### src/rtl/mii_frame_gen.sv
// MAC-to-PCS transmit beat generator: wraps valid/ready frame beats in an XGMII-style
// lane-0-aligned start/preamble/terminate sequence, enforcing a minimum inter-packet gap.
module mii_frame_gen #(
  parameter int LANES   = 8,
  parameter int IPG_MIN = 12
) (
  input  logic                 clk,
  input  logic                 i_rst_n,
  input  logic                 i_valid,
  output logic                 o_ready,
  input  logic [8*LANES-1:0]   i_data,
  input  logic [LANES-1:0]     i_keep,
  input  logic                 i_last,
  input  logic                 i_err,
  output logic [8*LANES-1:0]   o_mii_txd,
  output logic [LANES-1:0]     o_mii_txc,
  output logic [31:0]          o_frames_sent,
  output logic [15:0]          o_frames_aborted
);

  localparam int          PRE_BEATS = 8 / LANES;
  localparam logic [3:0]  PRE_LAST  = 4'(PRE_BEATS - 1);
  localparam logic [15:0] IPG_MAX   = 16'(IPG_MIN);
  localparam logic [15:0] LANES16   = 16'(LANES);

  localparam logic [7:0] C_IDLE  = 8'h07;
  localparam logic [7:0] C_START = 8'hFB;
  localparam logic [7:0] C_TERM  = 8'hFD;
  localparam logic [7:0] C_ERR   = 8'hFE;
  localparam logic [7:0] C_PRE   = 8'h55;
  localparam logic [7:0] C_SFD   = 8'hD5;

  typedef enum logic [2:0] {
    ST_IDLE  = 3'd0,
    ST_PRE   = 3'd1,
    ST_DATA  = 3'd2,
    ST_TERM  = 3'd3,
    ST_DRAIN = 3'd4
  } state_t;

  state_t               state_q;
  logic [3:0]           pre_q;
  logic                 bad_q;
  logic                 ready_q;
  logic [15:0]          ipg_q;
  logic [8*LANES-1:0]   txd_q;
  logic [LANES-1:0]     txc_q;
  logic [31:0]          sent_q;
  logic [15:0]          aborted_q;

  logic [15:0]          keep_cnt;
  logic [15:0]          ipg_sum;
  logic [15:0]          ipg_add_d;
  logic                 ipg_ok;
  logic [8*LANES-1:0]   data_txd_d;
  logic [LANES-1:0]     data_txc_d;

  // Preamble beat idx covers bytes idx*LANES .. idx*LANES+LANES-1 of FB 55x6 D5.
  function automatic logic [8*LANES-1:0] pre_txd(input logic [3:0] idx);
    logic [8*LANES-1:0] t;
    int b;
    t = '0;
    for (int l = 0; l < LANES; l++) begin
      b = int'(idx) * LANES + l;
      t[8*l +: 8] = (b == 0) ? C_START : ((b == 7) ? C_SFD : C_PRE);
    end
    return t;
  endfunction

  function automatic logic [LANES-1:0] pre_txc(input logic [3:0] idx);
    logic [LANES-1:0] t;
    t = '0;
    t[0] = (idx == 4'd0);
    return t;
  endfunction

  always_comb begin
    keep_cnt = '0;
    for (int l = 0; l < LANES; l++) keep_cnt = keep_cnt + 16'(i_keep[l]);
  end

  assign ipg_sum   = ipg_q + LANES16;
  assign ipg_add_d = (ipg_sum >= IPG_MAX) ? IPG_MAX : ipg_sum;
  assign ipg_ok    = (ipg_q >= IPG_MAX);

  // Lanes past the terminate are idle fill; error marking leaves terminate placement alone.
  always_comb begin
    data_txd_d = i_data;
    data_txc_d = '0;
    for (int l = 0; l < LANES; l++) begin
      if (i_last && (16'(l) > keep_cnt)) begin
        data_txd_d[8*l +: 8] = C_IDLE;
        data_txc_d[l]        = 1'b1;
      end else if (i_last && (16'(l) == keep_cnt)) begin
        data_txd_d[8*l +: 8] = C_TERM;
        data_txc_d[l]        = 1'b1;
      end else if (i_err) begin
        data_txd_d[8*l +: 8] = C_ERR;
        data_txc_d[l]        = 1'b1;
      end
    end
  end

  always_ff @(posedge clk or negedge i_rst_n) begin
    if (!i_rst_n) begin
      state_q   <= ST_IDLE;
      pre_q     <= '0;
      bad_q     <= 1'b0;
      ready_q   <= 1'b0;
      ipg_q     <= IPG_MAX;
      txd_q     <= {LANES{C_IDLE}};
      txc_q     <= '1;
      sent_q    <= '0;
      aborted_q <= '0;
    end else begin
      case (state_q)
        ST_IDLE: begin
          if (i_valid && ipg_ok) begin
            txd_q <= pre_txd(4'd0);
            txc_q <= pre_txc(4'd0);
            bad_q <= 1'b0;
            pre_q <= 4'd1;
            if (PRE_LAST == 4'd0) begin
              state_q <= ST_DATA;
              ready_q <= 1'b1;
            end else begin
              state_q <= ST_PRE;
            end
          end else begin
            txd_q <= {LANES{C_IDLE}};
            txc_q <= '1;
            ipg_q <= ipg_add_d;
          end
        end
        ST_PRE: begin
          txd_q <= pre_txd(pre_q);
          txc_q <= pre_txc(pre_q);
          if (pre_q == PRE_LAST) begin
            state_q <= ST_DATA;
            ready_q <= 1'b1;
          end else begin
            pre_q <= pre_q + 4'd1;
          end
        end
        ST_DATA: begin
          if (i_valid) begin
            txd_q <= data_txd_d;
            txc_q <= data_txc_d;
            if (i_last) begin
              ready_q <= 1'b0;
              if (bad_q || i_err) aborted_q <= aborted_q + 16'd1;
              else                sent_q    <= sent_q + 32'd1;
              if (keep_cnt < LANES16) begin
                state_q <= ST_IDLE;
                ipg_q   <= LANES16 - keep_cnt - 16'd1;
              end else begin
                state_q <= ST_TERM;
              end
            end else if (i_err) begin
              bad_q <= 1'b1;
            end
          end else begin
            // Underrun: poison the frame, then swallow the rest of it in DRAIN.
            txd_q     <= {LANES{C_ERR}};
            txc_q     <= '1;
            ipg_q     <= '0;
            aborted_q <= aborted_q + 16'd1;
            state_q   <= ST_DRAIN;
          end
        end
        ST_TERM: begin
          txd_q   <= {{(LANES-1){C_IDLE}}, C_TERM};
          txc_q   <= '1;
          ipg_q   <= LANES16 - 16'd1;
          state_q <= ST_IDLE;
        end
        ST_DRAIN: begin
          txd_q <= {LANES{C_IDLE}};
          txc_q <= '1;
          ipg_q <= ipg_add_d;
          if (i_valid && i_last) begin
            state_q <= ST_IDLE;
            ready_q <= 1'b0;
          end
        end
        default: begin
          state_q <= ST_IDLE;
          ready_q <= 1'b0;
          txd_q   <= {LANES{C_IDLE}};
          txc_q   <= '1;
        end
      endcase
    end
  end

  assign o_ready          = ready_q;
  assign o_mii_txd        = txd_q;
  assign o_mii_txc        = txc_q;
  assign o_frames_sent    = sent_q;
  assign o_frames_aborted = aborted_q;

endmodule

### config.mk
export PLATFORM = sky130hd
export DESIGN_NAME = mii_frame_gen
export DESIGN_NICKNAME = d
export VERILOG_FILES = /design/src/rtl/mii_frame_gen.sv
export SDC_FILE = /design/constraint.sdc
export NUM_CORES = 1
export LEC_CHECK = 0
export BUFFER_PORTS_ARGS = -buffer_cell sky130_fd_sc_hd__buf_2
export CAP_MARGIN = 20
export CORE_MARGIN = 3
export CORE_UTILIZATION = 46
export DETAILED_ROUTE_END_ITERATION = 6
export PLACE_DENSITY = 0.73
export SLEW_MARGIN = 25
export SYNTH_ARGS = -nofsm -noshare
export SYNTH_HDL_FRONTEND = slang
export SYNTH_SLANG_ARGS = --single-unit
### constraint.sdc
create_clock -name clk -period 2.45 [get_ports clk]
set_input_delay 0 -clock clk [delete_from_list [all_inputs] [get_ports clk]]
set_output_delay 0 -clock clk [all_outputs]
set_load 0.01 [all_outputs]
# [After elaboration in Yosys (flattened, before gate mapping)]
# Index checks and enable logic that the tools add are counted.
[totals] word_cells=205 output_inout_bits=121 reg_bits=145 inputBits=77
[classes] n_eq_ne=31 reduce_logical=40 bitwise=2 addsub=20 n_mux=92 order_cmp=11
[ops] operator="8-bit 2-to-1 mux" n=41
[ops] operator="32-bit zero test" n=8
[ops] operator="64-bit one-hot mux with 4 select lines" n=1
[ops] operator="16-bit 2-to-1 mux" n=8
[ops] operator="64-bit 2-to-1 mux" n=2
[ops] operator="16-bit one-hot mux with 4 select lines" n=1
[ops] operator="8-bit by 3-bit equality test with 1-bit output (second input constant)" n=7
[ops] operator="32-bit by 1-bit adder with 32-bit output (second input constant)" n=1
[ops] operator="7-bit by 3-bit adder with 8-bit output (second input constant)" n=4
[ops] operator="3-bit by 8-bit equality test with 1-bit output (first input constant)" n=4
[ops] operator="16-bit by 4-bit >= comparator with 1-bit output (second input constant)" n=2
[ops] operator="3-bit by 8-bit > comparator with 1-bit output (first input constant)" n=4
[ops] operator="1-bit 2-to-1 mux" n=26
[ops] operator="8-bit one-hot mux with 3 select lines" n=1
[ops] operator="1-bit logical AND" n=18
[ops] operator="2-bit != test (second input constant)" n=9
[ops] operator="16-bit by 1-bit adder with 16-bit output (second input constant)" n=1
[ops] operator="16-bit by 4-bit adder with 16-bit output (second input constant)" n=1
[ops] operator="7-bit by 2-bit adder with 8-bit output (second input constant)" n=2
[ops] operator="2-bit by 8-bit equality test with 1-bit output (first input constant)" n=2
[ops] operator="1-bit by 8-bit > comparator with 1-bit output (first input constant)" n=2
[ops] operator="2-bit by 8-bit > comparator with 1-bit output (first input constant)" n=2
[ops] operator="16-bit zero test" n=1
[ops] operator="3-bit 2-to-1 mux" n=5
[ops] operator="other kinds (34)" n=43

# [Longest topological paths before layout]
[depth] depth_word=13 ltp_mapped=13 mapped_depth_nobuf=12

# [Worst setup path before layout]
# OpenSTA, ideal clock, no wires.
[synth_path] kind="in2reg" startpoint="input i_keep[0]" endpoint="register txc_q[0], in the netlist o_mii_txc[0]" path_stages=13 slack_ns=-1.124 arrival_time_ns=3.486 setup_ns=0.088 t_required_ns=2.362 path_cell_list="inv_1 > fa_1 > fa_1 > fa_1 > inv_1 > ha_1 > fa_1 > and2_1 > a32o_1 > clkbuf_1 > a2111oi_0 > a21oi_1 > or3_1"
[synth_between] elab_chain_cells=13
[synth_rtl] element="from (decl)" line="12" source="input logic [LANES-1:0] i_keep,"
[synth_rtl] element="1-bit by 1-bit adder with 2-bit output *" line="79" source="for (int l = 0; l < LANES; l++) keep_cnt = keep_cnt + 16'(i_keep[l]);"
[synth_rtl] element="2-bit by 1-bit adder with 3-bit output *" line="79"
[synth_rtl] element="3-bit by 1-bit adder with 4-bit output *" line="79"
[synth_rtl] element="4-bit by 1-bit adder with 5-bit output *" line="79"
[synth_rtl] element="5-bit by 1-bit adder with 6-bit output *" line="79"
[synth_rtl] element="6-bit by 1-bit adder with 7-bit output *" line="79"
[synth_rtl] element="7-bit by 1-bit adder with 8-bit output *" line="79"
[synth_rtl] element="parallel branches: the longest is 3 deep, another holds 1-bit by 8-bit > comparator with 1-bit output"
[synth_rtl] element="1-bit 2-to-1 mux *" line="91" source="if (i_last && (16'(l) > keep_cnt)) begin"
[synth_rtl] element="8-bit 2-to-1 mux *" line="146" source="if (i_valid) begin"
[synth_rtl] element="8-bit one-hot mux with 3 select lines *" line="116" source="case (state_q)"
[synth_rtl] element="to (signal assigned)" line="120" source="txc_q <= pre_txc(4'd0);"
[synth_rtl] element="to (signal assigned)" line="137" source="txc_q <= pre_txc(pre_q);"
[synth_rtl] element="to (signal assigned)" line="148" source="txc_q <= data_txc_d;"
[synth_rtl] element="to (decl)" line="47" source="logic [LANES-1:0] txc_q;"
# Mark *: on every way between the ends.
# A chain may end at the register's enable or synchronous reset.

# [Worst setup path in the final report]
# Same ends and word-level chain as after synthesis.

==> out/qor.json <==
{
  "run_status": "finished with violations",
  "failing_checks": "negative hold slack, negative setup slack",
  "synth_compound_gate_area_share_pct": 11.3,
  "fillers": 971,
  "die_x_um": 126,
  "fin_hold_ws_ps": -13.0,
  "ctsHtreeMaxLevel": 4,
  "asyncSetResetFlopFracSynth_pct": 100,
  "worst_path_largest_cell_delay_ps": 540,
  "clk_path_buf_depth": 2,
  "fmax_ghz": 0.331,
  "overflow_left_after_global_routing": 0,
  "synth.mux.area_fraction_pct": 0.343,
  "min-delay-path-class": "in2reg",
  "report.final.setup_viol": 82,
  "totalPowerFinal_uw": 10100,
  "critical_path.startpoint_type": "input port",
  "path_common_cell": "fa_1",
  "synth_simple_gate_area_share_pct": 20.6,
  "grt_util_all_layers_pct": 25.6,
  "maximum_number_of_pins_on_one_net_before_global_route_repair": 66,
  "worstPathMaxFanout": 4,
  "most_frequently_used_flop_master_after_synthesis": "dfrtp_1",
  "postRouteWirelength_mm": 20.8,
  "routedWlPerCell_um": 18.2,
  "pwr-share-seq_pct": 34.3,
  "layout_commonest_cell": "buf_2",
  "p_leak_uw": 0.00472,
  "die_area_mm2": 0.0158,
  "cts_inserted_buffers": 17,
  "maxSlewHeadroom_pct": 28.6,
  "arrival_ps": 3360,
  "antenna_found_initial": 0,
  "ys.warnings.count": 0,
  "power.net_switching_uw": 3760,
  "die_height_um": 126,
  "synth.ff_latch_count": 143,
  "proportion_of_synthesized_chip_area_in_sequential_cells_pct": 55.1,
  "dr.first_iter.drc_count": 435,
  "initial_utilization_pct": 47.2,
  "ir_drop_uv": 525,
  "dp.final_hpwl_mm": 13.2,
  "finClkSkew_ps": 11.6,
  "netlist_instances": 634,
  "unrepaired_setup_endpoints_after_global_routing": "true",
  "ant_nets": 0,
  "totalNegativeSetupSlack_ps": -33020,
  "finalHoldViolCount": 1,
  "fraction_of_post_synthesis_cell_area_in_the_top_cell_type_by_area_pct": 41.5,
  "synth_fa_ha_area_share_pct": 2.74,
  "tritoncts_clock_tree": "yes",
  "insertedDiodeCount": 0,
  "gpl.final_weighted_congestion": 0.847,
  "layout_common_cells": "194 x buf_2, 109 x dfrtp_1, 64 x dlygate4sd3_1, 59 x nand2_1, 43 x buf_4",
  "coreArea_mm2": 0.0139,
  "worstSetupPathType": "in2reg",
  "cell_type_with_the_highest_aggregate_area_in_the_netlist": "dfrtp_1",
  "synth_top_cells_by_area": "dfrtp_1 42%, dfstp_2 14%, xnor2_1 5.1%, o21ai_0 4.1%, nand2_1 3.5%",
  "drive_gt1_share_pct": 42.2,
  "period_needed_ps": 3020,
  "final_min_period_over_clock_period_pct": 123,
  "top_level_ports": 198,
  "synthDistinctLibCells": 61,
  "cts.root.buffer_cell": "clkbuf_16",
  "cts.reportedPaths.clkPinSlew_ps": 60,
  "cap_violations": 0,
  "power_report.internal_total_uw": 6380,
  "numClockSinks": 143,
  "grt_pass1_vias": 6174,
  "wire_length_of_the_first_global_routing_pass_mm": 32.2,
  "drt-pass1-iter-count": 5,
  "worst_path_max_delay_cell": "fa_1",
  "syn_to_layout_area_delta_pct": 50.5,
  "share_comb_of_total_power_pct": 40.7,
  "cp_cell_sequence": "buf_6 > inv_4 > fa_1 > fa_1 > fa_1 > inv_2 > ha_4 > fa_2 > and2_4 > a32o_2 > a2111oi_4 > a21oi_1 > or3_1",
  "crit_path_end_kind": "flip-flop",
  "worst_skew_pair.late_latency_ps": 430,
  "numPlacedInstances": 1038,
  "drt-vias-per-instance": 5.46,
  "worst_slack_ps": -568,
  "timing_max_transition_violations_final": 0,
  "rows": 43,
  "tightest_slew_ps": 1070,
  "synth_edf_count": 0,
  "power_switching_share_pct": 37.1,
  "final-instance-count-excl-fill": 1139,
  "port_buffers": 197,
  "netlist_area_mm2": 0.00657,
  "power_frac_clock_pct": 25.0,
  "synthXorXnorAreaFrac_pct": 6.80,
  "synth.avg_cell_area_um2": 10.4,
  "powerDensity_mw_per_mm2": 1020,
  "critical_path_required_ps": 2800,
  "net_count_of_the_finished_layout": 1035,
  "main_combinational_cell_family_by_area_after_synthesis": "simple AND/OR/NAND/NOR gates",
  "mappedNetlistNets": 723,
  "number_of_design_rule_violations_left_after_detail_routing": 0,
  "dr_total_vias": 6214
}
## synthesized netlist by cell type, types with 8 or more instances
| cell type | number |
|---|---|
| nor3_1 | 26 |
| nor2b_1 | 23 |
| nand2_1 | 62 |
| xnor2_1 | 38 |
| clkbuf_1 | 15 |
| buf_2 | 8 |
| ha_1 | 8 |
| nand4_1 | 23 |
| o21ai_0 | 54 |
| xor2_1 | 13 |
| and3_1 | 12 |
| dfstp_2 | 34 |
| a21oi_1 | 17 |
| inv_1 | 23 |
| nand3_1 | 28 |
| dfrtp_1 | 109 |
| nor2_1 | 43 |
## flip-flops by register name (all words and copies together) (netlist names)
| register | flops |
|---|---|
| o_frames_aborted | 16 |
| bad_q | 1 |
| o_ready | 1 |
| pre_q | 4 |
| o_mii_txd | 64 |
| state_q | 3 |
| o_frames_sent | 32 |
| o_mii_txc | 8 |
| ipg_q | 14 |
## cell type report
| class | instances | area [um^2] | area share [%] |
|---|---|---|---|
| clock buffer | 19 | 433 | 4.38 |
| timing repair buffer | 319 | 2150 | 21.7 |
| tap | 180 | 225 | 2.28 |
| inverter | 25 | 104 | 1.05 |
| multi-input combinational | 440 | 3220 | 32.6 |
| clock inverter | 13 | 141 | 1.43 |
| sequential | 143 | 3620 | 36.6 |
## per-layer routing
| layer | part of all wire (%) | up-vias | GRT usage (%) |
|---|---|---|---|
| li1 | - | 2854 | - |
| met1 | 41 | 3048 | 32.2 |
| met2 | 51 | 251 | 43.3 |
| met3 | 4.7 | 61 | 5.04 |
| met4 | 3.5 | 0 | 10.6 |
| met5 | 0 | - | 0 |
## cells by family after synthesis
group,after synthesis
simple gates,257
flops,143
compound gates,118
xor+xnor,51
buf+inv,51
fa+ha+maj,12
mux,2
## timing repair
action                                  CTS  global route
resized for setup                        52            71
pin swaps                                22            11
hold buffers                             64             0
endpoints found under the setup margin   84            87
hold endpoints to repair                123             0
buffers inserted                          4             3
## through the flow
| stage | instance area [um^2] | util (%) | setup slack [ps] |
|---|---|---|---|
| after floorplan | 6700 | - | -900 |
| after global placement | 8200 | 58.8 | -1050 |
| after detailed placement | 8200 | 58.8 | -1150 |
| after CTS | 9600 | 68.9 | -487 |
| after global routing | 9890 | 71.0 | -678 |
| final | 9890 | 71.0 | -568 |
## power by group through the flow
stage / clock network [uW] / logic, uW / registers [uW]
2_1_floorplan: 0 / 1630 / 3740
3_3_place_gp: 0 / 3340 / 3470
3_5_place_dp: 0 / 3420 / 3490
4_1_cts: 2540 / 3710 / 3450
5_1_grt: 2670 / 4410 / 3540
6_report: 2530 / 4120 / 3480
## worst paths after layout
| check | endpoint | from | depth (start not counted) | slack (ps) |
|---|---|---|---|---|
| min in group asynchronous | o_frames_sent[10] | i_rst_n | 2 | 120 |
| max in group asynchronous | o_mii_txc[2] | i_rst_n | 3 | 1520 |
| worst max register to register | o_mii_txd[28] | ipg_q[13] | 5 | -130 |
| worst max-delay path | o_mii_txc[0] | i_keep[0] | 13 | -570 |
| worst min-delay path | o_mii_txd[41] | i_data[41] | 4 | -10 |
| worst min register to register | o_frames_aborted[15] | o_frames_aborted[15] | 1 | 460 |
## critical path: cells and delay by family
kind | cells | cell delay (ps)
AOI/OAI and AO/OA | 3 | 680
adders and majority gates | 5 | 2020
buffers and inverters | 3 | 150
and+or+nand+nor | 2 | 520
No activity file was read; power rests on OpenSTA's default activity.
